==> config.mk <==
export PLATFORM = sky130hd
export DESIGN_NAME = max_pool_ctrl
export DESIGN_NICKNAME = d
export VERILOG_FILES = /design/src/rtl/max_pool_ctrl_pkg.sv /design/src/rtl/max_pool_ctrl_max.sv /design/src/rtl/max_pool_ctrl.sv
export SDC_FILE = /design/constraint.sdc
export NUM_CORES = 1
export LEC_CHECK = 0
export ABC_AREA = 1
export BUFFER_PORTS_ARGS = -buffer_cell sky130_fd_sc_hd__buf_2
export CAP_MARGIN = 40
export CORE_MARGIN = 3
export CORE_UTILIZATION = 56
export CTS_BUF_LIST = sky130_fd_sc_hd__clkbuf_16
export DETAILED_ROUTE_END_ITERATION = 8
export HOLD_SLACK_MARGIN = 0.08
export MAX_ROUTING_LAYER = met4
export PLACE_DENSITY = 0.87
export SLEW_MARGIN = 40
export SYNTH_ARGS = -nofsm -noshare
export SYNTH_HDL_FRONTEND = slang
export SYNTH_HIERARCHICAL = 1
export SYNTH_SLANG_ARGS = --single-unit
==> constraint.sdc <==
create_clock -name clk -period 12.51 [get_ports clk]
set_input_delay 1.8765 -clock clk [delete_from_list [all_inputs] [get_ports clk]]
set_output_delay 1.8765 -clock clk [all_outputs]
set_load 0.02 [all_outputs]
==> src/rtl/max_pool_ctrl_pkg.sv <==
// Shared definitions for the max-pooling sequencer: FSM encoding, default
// geometry with its derived constants, and small sizing helpers.
package max_pool_ctrl_pkg;

  typedef enum logic [2:0] {
    ST_IDLE  = 3'd0,
    ST_FETCH = 3'd1,
    ST_DRAIN = 3'd2,
    ST_WRITE = 3'd3,
    ST_DONE  = 3'd4
  } state_t;

  // Default geometry and the constants derived from it.
  localparam int DEF_DEPTH = 8;
  localparam int DEF_X     = 3;
  localparam int DEF_Y     = 3;
  localparam int DEF_IMG_W = 9;
  localparam int DEF_IMG_H = 9;
  localparam int OUT_W     = DEF_IMG_W / DEF_X;
  localparam int OUT_H     = DEF_IMG_H / DEF_Y;
  localparam int WIN       = DEF_X * DEF_Y;

  // Counter width for a count of n values; never narrower than one bit.
  function automatic int cnt_w(input int n);
    return (n > 1) ? $clog2(n) : 1;
  endfunction

  // Number of whole windows along one axis; partial windows are dropped.
  function automatic int out_dim(input int img, input int win);
    return img / win;
  endfunction

endpackage

==> src/rtl/max_pool_ctrl_max.sv <==
// Combinational window-max selector: unsigned maximum over X*Y packed pixels.
module max_pool_ctrl_max
  #(parameter int DEPTH = 8,
    parameter int X     = 3,
    parameter int Y     = 3)
  (input  logic [X*Y*DEPTH-1:0] i_win,
   output logic [DEPTH-1:0]     o_max);

  // Linear scan; starting from zero is safe because pixels are unsigned.
  always_comb begin
    o_max = '0;
    for (int k = 0; k < X*Y; k++) begin
      if (i_win[k*DEPTH +: DEPTH] > o_max) o_max = i_win[k*DEPTH +: DEPTH];
    end
  end

endmodule

==> src/rtl/max_pool_ctrl.sv <==
// Non-overlapping X x Y max-pooling sequencer. Reads each window pixel by
// pixel from a 1-cycle-latency input buffer, packs it, reduces it through
// the shared Max unit and writes one result per window.
// Handshake: start is sampled only in IDLE; busy is high from the cycle
// after acceptance until done; done is a single-cycle pulse.
module max_pool_ctrl
  import max_pool_ctrl_pkg::*;
  #(parameter int DEPTH  = 8,
    parameter int X      = 3,
    parameter int Y      = 3,
    parameter int IMG_W  = 9,
    parameter int IMG_H  = 9,
    parameter int ADDR_W = 16)
  (input  logic              clk,
   input  logic              rst_n,
   input  logic              start,
   output logic              busy,
   output logic              done,
   output logic              rd_en,
   output logic [ADDR_W-1:0] rd_addr,
   input  logic [DEPTH-1:0]  rd_data,
   output logic              wr_en,
   output logic [ADDR_W-1:0] wr_addr,
   output logic [DEPTH-1:0]  wr_data,
   output state_t            o_dbg_state);

  localparam int C_OUT_W = out_dim(IMG_W, X);
  localparam int C_OUT_H = out_dim(IMG_H, Y);
  localparam int C_WIN   = X * Y;
  localparam bit C_EMPTY = (C_OUT_W == 0) || (C_OUT_H == 0);

  localparam int IW  = cnt_w(X);
  localparam int JW  = cnt_w(Y);
  localparam int OXW = cnt_w(C_OUT_W);
  localparam int OYW = cnt_w(C_OUT_H);
  localparam int KW  = cnt_w(C_WIN);

  localparam logic [IW-1:0]  I_LAST  = IW'(X - 1);
  localparam logic [JW-1:0]  J_LAST  = JW'(Y - 1);
  localparam logic [OXW-1:0] OX_LAST = OXW'(C_OUT_W - 1);
  localparam logic [OYW-1:0] OY_LAST = OYW'(C_OUT_H - 1);

  state_t                 r_state;
  logic [IW-1:0]          r_i;
  logic [JW-1:0]          r_j;
  logic [OXW-1:0]         r_ox;
  logic [OYW-1:0]         r_oy;
  logic                   r_busy;
  logic                   r_done;
  logic                   r_rd_en;
  logic [ADDR_W-1:0]      r_rd_addr;
  logic                   r_wr_en;
  logic [ADDR_W-1:0]      r_wr_addr;
  logic                   r_cap_vld;
  logic [KW-1:0]          r_cap_k;
  logic [C_WIN*DEPTH-1:0] r_win;

  logic                   w_i_last;
  logic                   w_j_last;
  logic                   w_ox_last;
  logic                   w_oy_last;
  logic [IW-1:0]          w_i_nxt;
  logic [JW-1:0]          w_j_nxt;
  logic [OXW-1:0]         w_ox_nxt;
  logic [OYW-1:0]         w_oy_nxt;
  logic [DEPTH-1:0]       w_max;

  // Row-major input address of pixel (i,j) inside window (ox,oy).
  function automatic logic [ADDR_W-1:0] pix_addr(input int ox, input int oy,
                                                 input int i, input int j);
    return ADDR_W'((oy*Y + j)*IMG_W + ox*X + i);
  endfunction

  // Next-position logic: i is the inner (column) index, j the outer (row).
  always_comb begin
    w_i_last  = (r_i == I_LAST);
    w_j_last  = (r_j == J_LAST);
    w_ox_last = (r_ox == OX_LAST);
    w_oy_last = (r_oy == OY_LAST);
    w_i_nxt   = w_i_last ? '0 : r_i + 1'b1;
    w_j_nxt   = w_i_last ? r_j + 1'b1 : r_j;
    w_ox_nxt  = w_ox_last ? '0 : r_ox + 1'b1;
    w_oy_nxt  = w_ox_last ? r_oy + 1'b1 : r_oy;
  end

  // Sequencer FSM with registered strobes and addresses.
  // An empty output map takes IDLE -> DRAIN -> DONE so done lands 2 cycles
  // after start with no reads or writes.
  always_ff @(posedge clk or negedge rst_n) begin
    if (!rst_n) begin
      r_state   <= ST_IDLE;
      r_i       <= '0;
      r_j       <= '0;
      r_ox      <= '0;
      r_oy      <= '0;
      r_busy    <= 1'b0;
      r_done    <= 1'b0;
      r_rd_en   <= 1'b0;
      r_rd_addr <= '0;
      r_wr_en   <= 1'b0;
      r_wr_addr <= '0;
    end else begin
      case (r_state)
        ST_IDLE: begin
          r_done <= 1'b0;
          if (start) begin
            r_busy <= 1'b1;
            r_i    <= '0;
            r_j    <= '0;
            r_ox   <= '0;
            r_oy   <= '0;
            if (C_EMPTY) begin
              r_state <= ST_DRAIN;
            end else begin
              r_state   <= ST_FETCH;
              r_rd_en   <= 1'b1;
              r_rd_addr <= '0;
            end
          end
        end
        ST_FETCH: begin
          if (w_i_last && w_j_last) begin
            r_rd_en <= 1'b0;
            r_state <= ST_DRAIN;
          end else begin
            r_i       <= w_i_nxt;
            r_j       <= w_j_nxt;
            r_rd_addr <= pix_addr(int'(r_ox), int'(r_oy), int'(w_i_nxt), int'(w_j_nxt));
          end
        end
        ST_DRAIN: begin
          if (C_EMPTY) begin
            r_state <= ST_DONE;
            r_busy  <= 1'b0;
            r_done  <= 1'b1;
          end else begin
            r_state   <= ST_WRITE;
            r_wr_en   <= 1'b1;
            r_wr_addr <= ADDR_W'(int'(r_oy)*C_OUT_W + int'(r_ox));
          end
        end
        ST_WRITE: begin
          r_wr_en <= 1'b0;
          if (w_ox_last && w_oy_last) begin
            r_state <= ST_DONE;
            r_busy  <= 1'b0;
            r_done  <= 1'b1;
          end else begin
            r_state   <= ST_FETCH;
            r_ox      <= w_ox_nxt;
            r_oy      <= w_oy_nxt;
            r_i       <= '0;
            r_j       <= '0;
            r_rd_en   <= 1'b1;
            r_rd_addr <= pix_addr(int'(w_ox_nxt), int'(w_oy_nxt), 0, 0);
          end
        end
        ST_DONE: begin
          r_done  <= 1'b0;
          r_state <= ST_IDLE;
        end
        default: r_state <= ST_IDLE;
      endcase
    end
  end

  // Window packing: each returned pixel lands in slot j*X+i one cycle after
  // its read strobe, so the last slot fills during DRAIN.
  always_ff @(posedge clk or negedge rst_n) begin
    if (!rst_n) begin
      r_cap_vld <= 1'b0;
      r_cap_k   <= '0;
      r_win     <= '0;
    end else begin
      r_cap_vld <= r_rd_en;
      r_cap_k   <= KW'(int'(r_j)*X + int'(r_i));
      if (r_cap_vld) r_win[int'(r_cap_k)*DEPTH +: DEPTH] <= rd_data;
    end
  end

  max_pool_ctrl_max #(.DEPTH(DEPTH), .X(X), .Y(Y)) Max (
    .i_win (r_win),
    .o_max (w_max)
  );

  assign busy        = r_busy;
  assign done        = r_done;
  assign rd_en       = r_rd_en;
  assign rd_addr     = r_rd_addr;
  assign wr_en       = r_wr_en;
  assign wr_addr     = r_wr_addr;
  // Driven only by the packed window register through Max; the register is
  // complete throughout WRITE.
  assign wr_data     = w_max;
  assign o_dbg_state = r_state;

endmodule

==> metrics list, run 1 <==
- Across the routed clock network, the largest skew measured is 0.00871 ns.
- Largest voltage drop on the vdd net: 254 uV
- Count of yosys warnings during synthesis: 6
- Num CTS Buffers: 9
- The final count of pins violating max slew is 0.
- CTS placed an instance of clkbuf_16 at the clock tree root.
- The final hold violation count came to 0.
- Commonest non-fill, non-tap cell in the layout: nand2_1
* Placeable core region: 14800 um2
- The total overflow left after global routing is 0.
- For this design the static power due to leakage is 5.17 nW.
- Synthesis inferred 106 register bits.
- Counting stages on the worst path, the most repeated cell is nand2_1.
- Nets: 1290
* Pwr/cell area: 213 nW/um2
- The post-route netlist has 17.3% of its cells at a drive strength greater than 1.
- Wires add up to 21.4 mm.
- The worst path in the final design needs a cycle of 12.04 ns, including I/O delays and setup.
- Number of stages on the worst setup path: 65
- Clock network latency to the later pin of the worst-skew pair: 0.35 ns
- The min-delay analysis places its worst path in the category reg -> reg.
- Internal Power: 1.01 mW
- Comb pwr share: 67.5%
- The slowest stage of the critical path is the dfrtp_1 cell.
- Largest net degree at the start of global routing: 72
- Together, buffers and inverters on the worst path number 8.
* Reg2Reg Setup Slack: 8.39 ns
- Counting instances, the worst hold path has a depth of 0.
* I/O pin count: 58
- Avg Vias per Cell: 5.62
* Synthesized area divided by synthesized cell count: 7.73 um2
* Area added between synthesis and finish: 10.1%
* Critical-path maximum fanout: 15
* TritonCTS sink count: 106
* Sort of element at the start of the critical path: register
* Upper clock frequency limit: 83.0 MHz
- Overall power after layout: 2.02 mW
- The clock network accounts for 14.3% of the total power.
- Summed over all failing endpoints, the final setup total negative slack is 0 ns.
* EDFF count, synth: 0
- The critical path is of the reg -> out type.
- The initial antenna violation count came to 0.
- Sequential cells were found to cover 30.8% of the synthesized design area.
- Post-route fraction of the period consumed by the critical path: 96.3%
- The flow ran to the end, and the final reports show no timing, DRC or antenna violations.
- Among all flip-flop cells after synthesis, the most frequent one is dfrtp_1.
- In the final routed layout, each cell accounts on average for 15.8 um.
- Dominant delay contributor by cell family on the critical path: simple AND/OR/NAND/NOR gates
- In this run the power spent charging and discharging nets is 1.01 mW.
* Data required time of the worst path: 10.63 ns
* Number of buffers inserted for hold repair after clock tree synthesis: 0
- The number of global-route vias before repair came to 7153.
- First drt pass iteration count: 5
* Kind of end point of the critical path: output pin
- The library cells used most frequently in the layout, excluding fill and tap cells, are nand2_1 (294), inv_1 (129), dfrtp_1 (105).
- The routed layout has 7626 vias.
* Post-Synthesis Cell Area: 8620 um2
- For this run, the total global-route usage over all layers was measured as 26.1%.
- At the end of routability-driven placement, the weighted congestion stood at 0.953.
- The number of different library cells used by synthesis comes to 48.
- Area of the die: 16900 um2
- Input and output buffers added on the ports amount to 39.
- Detailed router's first-iteration violation count: 595
* Remaining max-slew budget at the tightest pin: 54.9%
- Number of standard-cell rows in the floorplan: 44
- Starting Density: 58.2%
- The clock passes through at most 2 buffers.
- Worst endpoint data arrival time: 10.17 ns
- Number of max-cap violations: 0
- Final HPWL from detailed placement: 15.7 mm
* Die width: 130 um
* Endpoints failing setup: 0
- Counting cells, the worst reg-to-reg path comes to 19.
- Die height: 130 um
- DRC violation count after routing: 0
* Switching power as a share of total power: 50.0%
* Detail Route Antenna Nets: 0
- On the worst path, the slowest cell contributes a delay of 0.39 ns.
* Number of cells produced by synthesis: 1115
- TritonCTS built the clock tree.
- For the pin with the worst max-slew slack, the measured transition is 0.677 ns.
- In the synthesized netlist the async set-or-reset flop fraction comes to 100%.
- After clock tree synthesis, the clock-pin slew on the worst setup and hold paths is 0.07 ns.
* Number of antenna cells inserted: 0
- Sequential share of power: 18.2%
- The first global-routing pass estimated 34.5 mm of wire.
- The H-tree was split into 3 levels.
-- power groups by stage --
stage / sequential (mW) / clock (mW) / combinational [mW]
3_3_place_gp: 0.373 / 0 / 1.10
3_5_place_dp: 0.373 / 0 / 1.13
6_report: 0.368 / 0.290 / 1.36
5_1_grt: 0.369 / 0.305 / 1.51
2_1_floorplan: 0.368 / 0 / 0.884
4_1_cts: 0.367 / 0.291 / 1.15
-- sequential cells by signal (all words and copies together), names as in the netlist, 2 cells and up --
signal and flops:
o_dbg_state 3, r_cap_k 4, r_i 2, r_j 2, r_ox 2, r_oy 2
r_win 72, rd_addr 9, wr_addr 5
-- synth_stat cells (3+ instances only) --
library cell / n / area [um2]
a21oi_1: 45 / 225
nor2_8: 5 / 100
nand3b_1: 9 / 67.6
ha_1: 104 / 1300
inv_1: 130 / 488
nand3_1: 75 / 375
o21ai_0: 79 / 395
o21ai_1: 14 / 70.1
fa_1: 8 / 160
nand2_2: 32 / 200
dfrtp_1: 106 / 2650
a211oi_1: 5 / 37.5
nand3_4: 6 / 105
nand4_2: 4 / 50.1
nand2_4: 9 / 101
nor2_4: 3 / 33.8
nand4_1: 8 / 50.1
buf_2: 3 / 15.0
xnor2_1: 5 / 43.8
o21ai_2: 6 / 52.6
o21bai_1: 4 / 30.0
xor2_1: 4 / 35.0
buf_6: 9 / 101
buf_4: 18 / 135
nand2_1: 295 / 1110
nor2_1: 71 / 267
o21a_1: 5 / 37.5
nor2_2: 8 / 50.1
inv_2: 11 / 41.3
clkbuf_1: 7 / 26.3
a21oi_2: 5 / 43.8
-- per-stage QoR --
stage | cell area (um2) | setup slack [ns] | hold slack, ns | std cells | util (%)
finish | 9500 | 0.468 | 0.442 | 1356 | 64.1
global route | 9500 | -0.253 | 0.462 | 1356 | 64.1
CTS | 9140 | 0.0291 | 0.437 | 1333 | 61.7
detailed placement | 8830 | 0.0295 | 0.418 | 1317 | 59.6
global placement | 8820 | 0.404 | 0.431 | 1317 | 59.6
floorplan | 8690 | 0.220 | 0.442 | 1132 | -
-- worst register-to-register path, cell delays in order, from the launching register on --
cell and delay (ns):
dfrtp_1 0.46, inv_1 0.09, ha_1 0.29, o21ai_0 0.38
ha_1 0.32, a21oi_1 0.14, nor2_1 0.06, xor2_1 0.22
inv_1 0.12, ha_1 0.30, ha_1 0.20, fa_1 0.46
ha_1 0.37, nand2_1 0.10, inv_1 0.04, nand2_1 0.08
nand3_1 0.10, nand2_1 0.07, nand3_1 0.07, a21oi_1 0.15
-- logic make-up (layout without fill, tap and decap cells) --
kind of cell	Yosys count	count (layout)	synth area share [%]
AOI/OAI and AO/OA	167	167	10.7
xor gates and xnor gates	9	9	0.914
adders and majority gates	112	112	16.9
buffers and inverters	182	216	9.74
DFF	106	106	30.8
other	1	18	0.0435
and+or+nand+nor	538	544	30.9
-- final timing paths --
path,end,start
min in group asynchronous,rd_addr[1],rst_n
hold / removal,r_cap_vld,rd_en
setup reg to reg,rd_addr[6],r_j[0]
setup / recovery,wr_data[5],r_win[5]
hold reg to reg,r_cap_vld,rd_en
max in group asynchronous,r_win[11],rst_n
-- layout make-up --
type	count	area, um2
flip-flops and latches	106	2650
repair buffers	57	347
fillers	1184	5310
clock inverters	7	75.1
clock buffers	9	225
well taps	184	230
multi-input cells	850	5420
inverters	143	544
-- what timing repair did --
| item | in CTS | in global routing |
|---|---|---|
| gates cloned | 0 | 6 |
| pin swaps | 1 | 20 |
| buffers inserted | 0 | 17 |
| setup endpoints to repair | 8 | 8 |
| gates resized for setup | 5 | 63 |
-- layer usage --
| metal | GRT usage (%) | up-vias | part of all wire, % |
|---|---|---|---|
| li1 | - | 3708 | - |
| met1 | 31.7 | 3620 | 40 |
| met2 | 43.8 | 241 | 51 |
| met3 | 3.36 | 57 | 5.6 |
| met4 | 10.9 | 0 | 3.3 |
| met5 | - | - | 0 |
Note: power is estimated with default switching activity, not from simulation.
==> run 2, diff against run 1 <==
--- a/config.mk
+++ b/config.mk
@@ -5,7 +5,6 @@
 export SDC_FILE = /design/constraint.sdc
 export NUM_CORES = 1
 export LEC_CHECK = 0
-export ABC_AREA = 1
 export BUFFER_PORTS_ARGS = -buffer_cell sky130_fd_sc_hd__buf_2
 export CAP_MARGIN = 40
 export CORE_MARGIN = 3
==> run 2 against run 1 <==
  * The flow now finishes with violations (design-rule violations, negative setup slack)
  * Via count is 12% higher
  * Clock skew is 0.0014 ns higher
  * Core utilization is 13 points higher
  * Highest routed layer unchanged
==> metrics list, run 2 <==
* Count of yosys warnings during synthesis: 6 (unchanged)
- The count of mapped cells out of synthesis was 880 (was 1115).
- Placeable core region: 14600 um2 (was 14800 um2)
- The top cell type's share of synthesized area is 31.7% (was 30.8%).
* Most frequent cells after synthesis: dfrtp_1 (106), ha_1 (104), nand2_1 (90) (was nand2_1 (295), inv_1 (130), dfrtp_1 (106))
- The count of endpoints failing setup in the final report was 8 (was 0).
- The post-CTS clock slew at the launch and capture registers of the worst setup and hold paths was 0.08 ns (was 0.07 ns).
- The most flop-heavy register was r_win (unchanged).
* Unrepaired setup endpoints after global routing: true
* Min Clock Period, post-route: 16.38 ns (was 12.04 ns)
* Flip-flop cell with the highest count after synthesis: dfrtp_1 (unchanged)
- Nets: 1212 (was 1290)
- Kind of end point of the critical path: output pin (unchanged)
* Number of cells after detailed placement: 1212 (was 1317)
- The pin count of the biggest net entering global routing came to 62 (was 72).
- The quantity of I/O buffers inserted on ports was 39 (unchanged).
- The async set-or-reset flop fraction in the synthesized netlist is 100% (unchanged).
- Part of the Yosys area used for sequential elements: 31.7% (was 30.8%)
* Sort of element at the start of the critical path: register (unchanged)
* Reg2Reg Setup Slack: 8.04 ns (was 8.39 ns)
* Most frequent cell after synthesis: dfrtp_1 (was nand2_1)
- The total of flip-flops plus latches after synthesis came to 106 (unchanged).
- Result of the run: finished with violations (was finished clean).
- The CTS H-tree depth is 3 (unchanged).
- The worst-case hold slack was 0.473 ns (was 0.442 ns).
* Cell taking the most area after synthesis: dfrtp_1 (unchanged)
- The first-pass GRT wire length came to 45.2 mm (was 34.5 mm).
- CTS tree: yes (unchanged)
- The initial core utilization came to 57.4% (was 58.2%).
- Final HPWL from detailed placement: 17.8 mm (was 15.7 mm)
* Data required time of the worst path: 10.63 ns (about the same)
- The number of flip-flops under the largest register name came to 72 (unchanged).
- Avg Vias per Cell: 6.67 (was 5.62)
- The sum of overflow across all layers after global routing was 0 (unchanged).
* TritonCTS sink count: 106 (unchanged)
* DRC violation count after routing: 2 (was 0)
* Share of cells above drive strength 1: 40.5% (was 17.3%)
- The final worst slack came to -3.87 ns (was 0.468 ns).
- The width of the chip came to 128 um (was 130 um).
- The total wire length after detailed routing is 33.2 mm (was 21.4 mm).
- Type of the most critical hold path: reg -> reg (unchanged)
* Routed WL per cell: 26.0 um (was 15.8 um)
- Synthesized area divided by synthesized cell count: 9.52 um2 (was 7.73 um2)
- The hold-critical path depth was 0 (unchanged).
* Worst endpoint data arrival time: 14.50 ns (was 10.17 ns)
* Post-placement worst setup slack: -2.32 ns (was 0.0295 ns)
* Remaining max-slew budget at the tightest pin: 51.8% (was 54.9%)
- The worst stage delay on the critical path was 0.46 ns (was 0.39 ns).
* Number of buffers inserted for hold repair after clock tree synthesis: 0 (unchanged)
- The number of global-route vias before repair was 8526 (was 7153).
- The final RePlAce weighted congestion was 0.957 (was 0.953).
- First drt pass iteration count: 9 (was 5)
* Detailed router's first-iteration violation count: 1109 (was 595)
* Commonest non-fill, non-tap cell in the layout: buf_4 (was nand2_1)
- The number of enable-type register cells in the synthesized netlist is 0 (unchanged).
- The count of filler cells inserted in the layout is 767 (was 1184).
- Violated checks: design-rule violations, negative setup slack
- The clock buffer count from CTS came to 9 (unchanged).
* Upper clock frequency limit: 61.0 MHz (was 83.0 MHz)
- Number of max-cap violations: 0 (unchanged)
* Worst Tran Pin Value: 0.716 ns (was 0.677 ns)
- The setup skew after layout is 0.0102 ns (was 0.00871 ns).
* Final Hold Violating Endpoints: 0 (unchanged)
* Final cell count without fillers: 1279 (was 1356)
* Number of antenna violations at the first check in global routing: 1 (was 0)
- The slowest cell on the critical path was mux2_4 (was dfrtp_1).
- Top cells by area, synth: dfrtp_1 (32%), ha_1 (16%), mux2_2 (6.9%), nand2_1 (4.0%), o21ai_0 (3.9%) (was dfrtp_1 (31%), ha_1 (15%), nand2_1 (13%), inv_1 (5.7%), o21ai_0 (4.6%))
- The area growth from synthesis to layout was 34.1% (was 10.1%).
- The standard-cell row count came to 44 (unchanged).
* Die height: 128 um (was 130 um)
* Post-route fraction of the period consumed by the critical path: 131% (was 96.3%)
* Sum Neg Setup Slack: -30.55 ns (was 0 ns)
* Critical-path maximum fanout: 8 (was 15)
* Number of buffers between clock root and the deepest sink: 2 (unchanged)
- Detail Route Antenna Nets: 0 (unchanged)
- Number of vias in the routed layout: 8525 (was 7626)
- The kind of critical path is reg -> out (unchanged).
- Most frequent cells in the layout: buf_4 (174), dfrtp_1 (106), nand2_1 (79), ha_1 (79), inv_1 (65) (was nand2_1 (294), inv_1 (129), dfrtp_1 (105)).
- The area of the mapped netlist came to 8370 um2 (was 8620 um2).
- Count of distinct cell types in the synthesized netlist: 87 (was 48)
- The root buffer cell was clkbuf_16 (unchanged).
* Area of the die: 16500 um2 (was 16900 um2)
- Total global routing track utilization: 36.3% (was 26.1%)
- The length in cells of the worst reg-to-reg path was 16 (was 19).
* I/O pin count: 58 (unchanged)
- Final-report max-slew violation count: 0 (unchanged)
- Clock network latency to the later pin of the worst-skew pair: 0.37 ns (was 0.35 ns)
==> run 2: timing repair <==
item / in CTS / in global routing
resized for setup: 90 / 41
buffers inserted: 31 / 17
setup endpoints to repair: 8 / 8
pin swaps: 49 / 46
cloned: 2 / 0
endpoints found under the hold margin: 0 / 0
==> run 2: final cells by class <==
cell class / count / area [um2] / area share [%]
multi-input cells: 683 / 6160 / 54.8
flip-flops and latches: 106 / 2650 / 23.6
repair buffers: 221 / 1650 / 14.7
inverters: 68 / 255 / 2.27
well taps: 184 / 230 / 2.05
clock buffers: 9 / 225 / 2.01
clock inverters: 7 / 57.6 / 0.512
diodes: 1 / 2.50 / 0.0223
==> run 2: kinds of logic (layout without fill, tap and decap cells) <==
| family | after synthesis | after routing | synth area share [%] |
|---|---|---|---|
| buffers and inverters | 110 | 305 | 5.98 |
| xor gates and xnor gates | 19 | 19 | 1.99 |
| and+or+nand+nor | 260 | 262 | 16.5 |
| DFF | 106 | 106 | 31.7 |
| other | 1 | 19 | 0.0448 |
| AOI/OAI and AO/OA | 192 | 192 | 15.6 |
| muxes | 77 | 77 | 10.4 |
| adders and majority gates | 115 | 115 | 17.8 |
==> run 2: through the flow <==
stage / util, % / area (um2)
after global routing: 77.0 / 11200
after global placement: 67.8 / 9900
final: 77.0 / 11200
after CTS: 74.4 / 10900
after floorplan: - / 8760
after detailed placement: 67.8 / 9900
==> run 2: critical path: cells and delay by family (launching register included) <==
kind	cells	cell delay, ns
compound gates	19	3.92
fa+ha+maj	8	2.36
buf+inv	8	1.03
flops	1	0.42
mux	5	1.75
simple gates	28	4.58
==> run 2: path summary, 6_finish.rpt <==
path / start / endpoint
min: rd_en / r_cap_vld
max in group asynchronous: rst_n / r_win[18]
min in group asynchronous: rst_n / r_win[49]
max: r_win[8] / wr_data[1]
max reg2reg: r_j[0] / rd_addr[7]
min reg2reg: rd_en / r_cap_vld
==> run 2: metal layers <==
| layer | vias up | GRT usage, % | routed length [um] |
|---|---|---|---|
| met4 | 0 | 25.8 | 3430 |
| li1 | 3487 | - | - |
| met3 | 325 | 7.88 | 3860 |
| met2 | 742 | 59.0 | 15200 |
| met1 | 3971 | 39.1 | 10700 |
| met5 | - | - | 0 |
Power of run 2 is not shown: default switching activity piles up to over one toggle a cycle in this logic, so the estimate is an artifact.
==> run 3, diff against run 2 <==
--- a/config.mk
+++ b/config.mk
@@ -8,12 +8,13 @@
 export BUFFER_PORTS_ARGS = -buffer_cell sky130_fd_sc_hd__buf_2
 export CAP_MARGIN = 40
 export CORE_MARGIN = 3
-export CORE_UTILIZATION = 56
+export CORE_UTILIZATION = 55
 export CTS_BUF_LIST = sky130_fd_sc_hd__clkbuf_16
 export DETAILED_ROUTE_END_ITERATION = 8
 export HOLD_SLACK_MARGIN = 0.08
 export MAX_ROUTING_LAYER = met4
-export PLACE_DENSITY = 0.87
+export PLACE_DENSITY = 0.86
+export SKIP_CTS_REPAIR_TIMING = 1
 export SLEW_MARGIN = 40
 export SYNTH_ARGS = -nofsm -noshare
 export SYNTH_HDL_FRONTEND = slang
==> run 3 against run 2 <==
  * The flow finishes with violations (negative setup slack)
  * Clock-buffer cell count did not move
  * Cell area shrank 1.9%
  * Setup slack better by 0.86 ns
  * First-iteration DRC count is 27% lower
  * Hold slack lost 0.024 ns
  * Sequential cell count unchanged
  * Critical path depth is 1 higher
  * Core utilization down 2.0 points
  * Non-clock buffer count fell by 22
  * Die area up 1.7%
  * Via count decreased by 6.3%
  * Highest routed layer unchanged
==> metrics list, run 3 (same netlist as run 2, synthesis figures left out) <==
- The initial antenna violation count was 0 (was 1).
- Routed WL per cell: 22.5 um (was 26.0 um)
- Worst path max stage delay: 0.43 ns (was 0.46 ns)
- Htree depth: 3 (unchanged)
* Worst Tran Pin Value: 0.663 ns (was 0.716 ns)
- Number of antenna cells inserted: 0 (was 1)
- The height of the die came to 129 um (was 128 um).
- The reg-to-reg startpoint was r_j[0] (unchanged).
- The slowest cell on the critical path was or4_4 (was mux2_4).
* Number of inserted filler cells in the final layout: 837 (was 767)
- The total of max-cap violations is 0 (unchanged).
- Detail Route Antenna Nets: 0 (unchanged)
- The detailed-route via count is 7989 (was 8525).
- The maximum fanout along the worst path is 7 (was 8).
- The root buffer cell was clkbuf_16 (unchanged).
- Sort of element at the start of the critical path: register (unchanged)
- The per-cell via count in the routed design came to 6.35 (was 6.67).
- The number of clock sinks was 106 (unchanged).
- Largest net degree at the start of global routing: 60 (was 62)
- The most common library cell in the layout ignoring fill and taps was buf_4 (unchanged).
- The number of placed I/O pins came to 58 (unchanged).
* Hold Slack: 0.449 ns (was 0.473 ns)
* Type of the most critical hold path: reg -> reg (unchanged)
* Flip-flop count of the largest register, all copies and words added: 72 (unchanged)
* First drt pass iteration count: 6 (was 9)
- The sum of overflow across all layers after global routing came to 0 (unchanged).
- The number of global-route vias before repair came to 7489 (was 8526).
- Nets: 1192 (was 1212)
* Final HPWL from detailed placement: 17.5 mm (was 17.8 mm)
* Worst-case setup margin in the final layout: -3.01 ns (was -3.87 ns)
- Clock transition at path regs: 0.08 ns (about the same)
- Share of cells above drive strength 1: 38.2% (was 40.5%)
- Top reg by flops: r_win (unchanged)
- Most frequent cells in the layout: buf_4 (154), dfrtp_1 (106), nand2_1 (85) (was buf_4 (174), dfrtp_1 (106), nand2_1 (79), ha_1 (79), inv_1 (65))
* Result of the run: finished with violations (unchanged)
* Top Usage Layer GRT: met2 (unchanged)
* Largest clock skew in the final design: 0.00934 ns (was 0.0102 ns)
- The die outline area came to 16700 um2 (was 16500 um2).
- The critical path arrival was 13.65 ns (was 14.50 ns).
- The buffering stage count on the worst path with inverters included came to 8 (unchanged).
- The clock buffer count from CTS came to 9 (unchanged).
- RePlAce Congestion: 0.946 (was 0.957)
- Placeable core region: 14700 um2 (was 14600 um2)
- The count of endpoints failing setup in the final report is 8 (unchanged).
* Remaining max-slew budget at the tightest pin: 55.5% (was 51.8%)
* Worst setup path startpoint: r_win[3] (was r_win[8])
- Unrepaired setup endpoints after global routing: true (unchanged)
- Final Hold Violating Endpoints: 0 (unchanged)
* Violated checks: negative setup slack (was design-rule violations, negative setup slack)
- Starting Density: 57.0% (was 57.4%)
- The global-route track usage on met1 is 35.4% (was 39.1%).
* Global-route wire length before repair: 37.7 mm (was 45.2 mm)
* Total wire length after detailed routing: 28.3 mm (was 33.2 mm)
- The area used by multi-input combinational logic came to 6120 um2 (was 6160 um2).
- Area added between synthesis and finish: 31.6% (was 34.1%)
* Kind of end point of the critical path: output pin (unchanged)
- The worst-case setup slack after placement was -2.32 ns (about the same).
- CTS tree: yes (unchanged)
- The violation count after the first detailed-routing iteration came to 811 (was 1109).
- Met2 capacity usage during global routing: 48.6% (was 59.0%)
* DRC violation count after routing: 0 (was 2)
- The total routing usage reported by global routing was 29.3% (was 36.3%).
- Number of buffers between clock root and the deepest sink: 2 (unchanged)
* Sum Neg Setup Slack: -23.91 ns (was -30.55 ns)
- Min Clock Period, post-route: 15.52 ns (was 16.38 ns)
* Die width: 129 um (was 128 um)
- Count of buffers from port buffering: 39 (unchanged)
- The final count of pins violating max slew is 0 (unchanged).
* Upper clock frequency limit: 64.4 MHz (was 61.0 MHz)
* Met3 Use GR: 4.66% (was 7.88%)
- The startpoint of the most critical hold path is rd_en (unchanged).
- The clock latency on the worst-skew pair came to 0.37 ns (about the same).
- The kind of critical path was reg -> out (unchanged).
- Post-route fraction of the period consumed by the critical path: 124% (was 131%)
- The register cell area after layout came to 2650 um2 (unchanged).
- Dominant delay contributor by cell family on the critical path: simple AND/OR/NAND/NOR gates (unchanged)
- Data required time of the worst path: 10.63 ns (about the same)
- Number of standard-cell rows in the floorplan: 44 (unchanged)
- Cell with the most instances on the worst path: ha_4
-- run 3: layer usage --
metal,part of all wire [%],routed length [um]
met4,5.7,1630
met3,7.9,2230
met1,37,10500
met5,0,0
met2,49,13900
-- run 3: cell type report --
type,count,share of cell area [%]
clock buffers,9,2.04
clock inverters,7,0.488
inverters,68,2.32
multi-input cells,685,55.5
flip-flops and latches,106,24.1
well taps,184,2.09
repair buffers,199,13.5
-- run 3: path summary, 6_finish.rpt --
kind,endpoint,slack (ns),depth (start not counted)
max in group asynchronous,r_win[7],9.95,2
min in group asynchronous,r_win[49],1.47,1
worst max register to register,rd_addr[7],8.11,16
worst max-delay path,wr_data[3],-3.01,69
worst min-delay path,r_cap_vld,0.45,0
worst min register to register,r_cap_vld,0.45,0
-- run 3: per-stage QoR --
stage | instance area [um2] | instances | util (%)
4_1_cts | 10200 | 1227 | 69.3
3_3_place_gp | 9910 | 1211 | 67.4
3_5_place_dp | 9910 | 1211 | 67.4
5_1_grt | 11000 | 1258 | 75.0
6_report | 11000 | 1258 | 75.0
2_1_floorplan | 8760 | 897 | -
Power of run 3 is left out for the same reason.
